<file path="src/rtl/conv_encoder_tx.sv">
// Rate-1/2, K=4 convolutional encoder feeding the Viterbi link. It frames FRAME_LEN
// information bits, appends three zero tail bits and drives a single-entry symbol register.
module conv_encoder_tx #(
  parameter int FRAME_LEN = 64,
  parameter int CNT_W     = 8
) (
  input  logic       clock,
  input  logic       reset,
  input  logic       start,
  input  logic       din,
  input  logic       din_valid,
  output logic       din_ready,
  output logic [1:0] sym,
  output logic       sym_valid,
  input  logic       sym_ready,
  output logic       busy,
  output logic       done
);

  typedef enum logic [1:0] {IDLE, DATA, TAIL, FLUSH} state_t;

  localparam logic [CNT_W-1:0] LAST_BIT  = CNT_W'(FRAME_LEN - 1);
  localparam logic [CNT_W-1:0] LAST_TAIL = CNT_W'(2);

  state_t           state, state_n;
  logic [2:0]       sr, sr_n;
  logic [CNT_W-1:0] cnt, cnt_n;
  logic [1:0]       sym_n;
  logic             sym_valid_n;
  logic             done_n;
  logic             slot_free;
  logic             load;
  logic             u;

  assign slot_free = !sym_valid || sym_ready;
  assign busy      = (state != IDLE);

  always_comb begin
    state_n     = state;
    sr_n        = sr;
    cnt_n       = cnt;
    sym_n       = sym;
    // an accepted symbol without a replacement empties the register
    sym_valid_n = sym_valid && !sym_ready;
    done_n      = 1'b0;
    din_ready   = 1'b0;
    load        = 1'b0;
    u           = 1'b0;

    unique case (state)
      IDLE: begin
        // done marks the cycle we just re-entered IDLE; a start there is dropped
        if (start && !done) begin
          state_n = DATA;
          sr_n    = '0;
          cnt_n   = '0;
        end
      end
      DATA: begin
        din_ready = slot_free;
        if (din_valid && slot_free) begin
          load = 1'b1;
          u    = din;
          if (cnt == LAST_BIT) begin
            state_n = TAIL;
            cnt_n   = '0;
          end else begin
            cnt_n = cnt + CNT_W'(1);
          end
        end
      end
      TAIL: begin
        if (slot_free) begin
          load = 1'b1;
          if (cnt == LAST_TAIL) begin
            state_n = FLUSH;
            cnt_n   = '0;
          end else begin
            cnt_n = cnt + CNT_W'(1);
          end
        end
      end
      FLUSH: begin
        if (sym_valid && sym_ready) begin
          done_n  = 1'b1;
          state_n = IDLE;
        end
      end
      default: state_n = IDLE;
    endcase

    if (load) begin
      sym_n       = {u ^ sr[1] ^ sr[2], u ^ sr[0] ^ sr[1] ^ sr[2]};
      sym_valid_n = 1'b1;
      sr_n        = {sr[1:0], u};
    end
  end

  always_ff @(posedge clock) begin
    if (reset) begin
      state     <= IDLE;
      sr        <= '0;
      cnt       <= '0;
      sym       <= '0;
      sym_valid <= 1'b0;
      done      <= 1'b0;
    end else begin
      state     <= state_n;
      sr        <= sr_n;
      cnt       <= cnt_n;
      sym       <= sym_n;
      sym_valid <= sym_valid_n;
      done      <= done_n;
    end
  end

endmodule
</file>
<file path="config.mk">
export PLATFORM = sky130hd
export DESIGN_NAME = conv_encoder_tx
export DESIGN_NICKNAME = d
export VERILOG_FILES = /design/src/rtl/conv_encoder_tx.sv
export SDC_FILE = /design/constraint.sdc
export NUM_CORES = 1
export LEC_CHECK = 0
export ABC_AREA = 1
export CAP_MARGIN = 20
export CORE_MARGIN = 2
export CORE_UTILIZATION = 30
export DETAILED_ROUTE_END_ITERATION = 8
export SYNTH_ARGS = -nofsm -noshare
export SYNTH_HDL_FRONTEND = slang
export SYNTH_SLANG_ARGS = --single-unit
</file>
<file path="constraint.sdc">
create_clock -name clock -period 1.5 [get_ports clock]
set_clock_uncertainty 0.1 [all_clocks]
set_input_delay 0.3 -clock clock [delete_from_list [all_inputs] [get_ports clock]]
set_output_delay 0.3 -clock clock [all_outputs]
set_load 0.005 [all_outputs]
</file>
==> impl_results.md <==
* Yosys cell types at 14
* Busiest metal layer after global routing: met2
* Endpoints failing setup at 12
* Drt total wl at 2660 um
* Antenna diodes at 0
* Fin util at 50.7%
* CTS tree: yes
* Initial Util at 31.7%
* Post-synth top area share at 32.0%
* Hold WC Path Type: input port to flip-flop
* PwrDens at 1580 nW/um^2
* Root Buffer: clkbuf_4
* Critical path's top delay family: flip-flops
* Peak supply drop at 0.837 mV
* Reg-to-reg endpoint: cnt[6]$_SDFFE_PP0P_
* Max Slew Vio Count at 0
* Slew margin rel. at 84.1%
* First-pass GRT wire length at 4600 um
* Leak at 0.793 nW
* Clock Sinks at 17
* Clk_lat worst skew at 290 ps
* Mapped Avg Cell Area at 6.23 sq um
* Met1 Track Usage GR at 19.3%
* Syn nets at 185
* CP Class: flip-flop to output port
* Total Power at 2.70 mW
* Fillers at 355
* Gpl congestion at 0.850
* R2R Path Start: state[0]$_SDFFE_PP0P_
* Failing checks: setup timing
* CP Capture Type: output port
* Initial antenna violation count at 0
* Slowest stage cell, crit path: dfxtp_4
* Die Ht at 63.6 um
* Tot GR Track Use at 14.1%
* Reg clk slew, reported paths at 110 ps
* Worst Hold Path EP: done$_SDFF_PP0_
* Min Tclk post-route at 1570 ps
* Largest net degree at the start of global routing at 10
* Nets at 230
* # DRC at 0
* Vias in the first global route at 1058
* Crit path required time at 1100 ps
* Met2 track demand over resource at 23.0%
* Final Hold Vio Count at 0
* Final antenna-violating net count at 0
* Htree depth at 1
* FF-to-FF path depth at 11
* Worst-path cell chain: buf_6 -> ha_4 -> inv_1 -> nor2_2 -> buf_2
* Worst R2R Setup Slack at -50 ps
* DR vias/cell at 4.31
* Core Rows at 21
* Initial DRC Count at 55
* Routed vias at 1126
* Worst Tran Pin Value at 237 ps
* Max stage delay on crit path at 360 ps
* Core Area at 3360 sq um
* Gr ovfl total at 0
* Warnings, synthesis at 0
* Number of buffer and inverter stages on the critical path at 3
* IO Count at 12
* CP startpoint kind: flip-flop
* Hold path depth at 4
* Worst Hold Launch: sym_ready
* FF+latch count, synth at 17
* CP Data Arrival Time at 1170 ps
* RSZ-0062 raised after global routing: yes
* Die Footprint at 4040 sq um
* Sequential cell area fraction in the yosys report at 32.0%
* Fin Hold WS at 302 ps
* Mapped Cells at 171
* DR WL/cell at 10.2 um
* Crit Path Max Fanout at 4
* TNS Setup at -318 ps
* Outcome: finished, violations left
* Post-placement setup slack at -467 ps
* Grt met3 use at 3.21%
* Clk buf depth at 2
* Area Overhead vs Synth at 60.0%
* Post-Syn Area at 1060 sq um
* Top post-synthesis cells by area: dfxtp_1, nand2_1, ha_1
* Max-cap violations at 0
* Pre-Repair DR Iteration Count at 5
* Part of the cycle the worst path needs at 105%
* Worst setup margin at -70.1 ps
* Clock buffer count from CTS at 3
* Max Fclk at 0.637 GHz
* Layout cell share with drive strength beyond 1 at 41.4%
* Port bufs at 11
* Die width at 63.6 um
* Yosys top cell by area: dfxtp_1
* Detailed placer's ending HPWL at 1860 um
==> worst max-delay path by stage <==
stage | depth (start not counted) | from | end
2_1_floorplan | 9 | state[0]$_SDFFE_PP0P_ | cnt[2]$_SDFFE_PP0P_
3_3_place_gp | 6 | sym_ready | din_ready
3_5_place_dp | 6 | sym_ready | din_ready
4_1_cts | 5 | state[0]$_SDFFE_PP0P_ | din_ready
5_1_grt | 11 | state[0]$_SDFFE_PP0P_ | cnt[6]$_SDFFE_PP0P_
6_report | 5 | state[0]$_SDFFE_PP0P_ | din_ready
==> per-stage QoR <==
step | area [sq um] | instances
2_1_floorplan | 1070 | 171
3_3_place_gp | 1410 | 250
3_5_place_dp | 1410 | 250
4_1_cts | 1550 | 257
5_1_grt | 1700 | 261
6_report | 1700 | 261
==> flip-flops by register name (all words and copies together), names as in the netlist <==
signal / cells
cnt: 8
done: 1
sym_valid: 1
state: 2
sym: 2
sr: 3
==> synth_stat cells <==
cell,instances
nand2_1,53
nor2_4,1
nand3_1,19
buf_6,1
nand2_2,4
inv_1,26
nor2_1,24
ha_1,8
nor3_1,1
nand4_1,1
a21oi_1,9
xnor2_1,1
dfxtp_1,17
o21ai_0,6
==> cell type report <==
cell class	count	area (sq um)	area share [%]
multi-input combinational	127	788	46.3
timing repair buffer	41	369	21.7
sequential	17	358	21.0
inverter	26	105	6.17
tap	46	57.6	3.38
clock buffer	4	26.3	1.54
==> per-layer routing <==
layer | part of all wire (%) | vias up
met2 | 47 | 22
met4 | 0.41 | 0
met1 | 49 | 483
li1 | - | 619
met5 | 0 | -
met3 | 4.1 | 2
==> worst reg2reg max path: stages (launching register included) <==
cell	delay (ps)
dfxtp_4	360
buf_6	120
ha_4	160
buf_6	120
nand2_4	70
nand2_4	50
nor2_4	120
buf_6	140
nand2_2	40
nand2_1	60
nand3_1	60
nor2_1	90
==> cells by family after synthesis <==
family,Yosys count,synth area share [%]
and+or+nand+nor,103,40.5
buffers and inverters,27,10.2
DFF,17,32.0
AOI/OAI and AO/OA,15,7.05
adders and majority gates,8,9.40
xor gates and xnor gates,1,0.823
==> layout by cell type, fill, tap and decap left out, drive strengths merged, types with 6 or more instances in the layout <==
master / instances
dfxtp: 17
ha: 8
inv: 26
nor2: 25
nand2: 57
o21ai: 6
a21oi: 9
nand3: 19
buf: 32
==> power breakdown <==
group | total, mW | switching, mW | internal, mW
clock | 0.259 | 0.156 | 0.103
combinational | 1.86 | 0.946 | 0.910
sequential | 0.583 | 0.0470 | 0.536
total | 2.70 | 1.15 | 1.55
==> repair_timing <==
item	4_1_cts	5_1_grt
hold buffers	0	0
setup endpoints to repair	21	18
buffers inserted	3	4
pin swaps	5	25
resized for setup	48	41
cloned	0	0
Note: power is estimated with default switching activity, not from simulation.
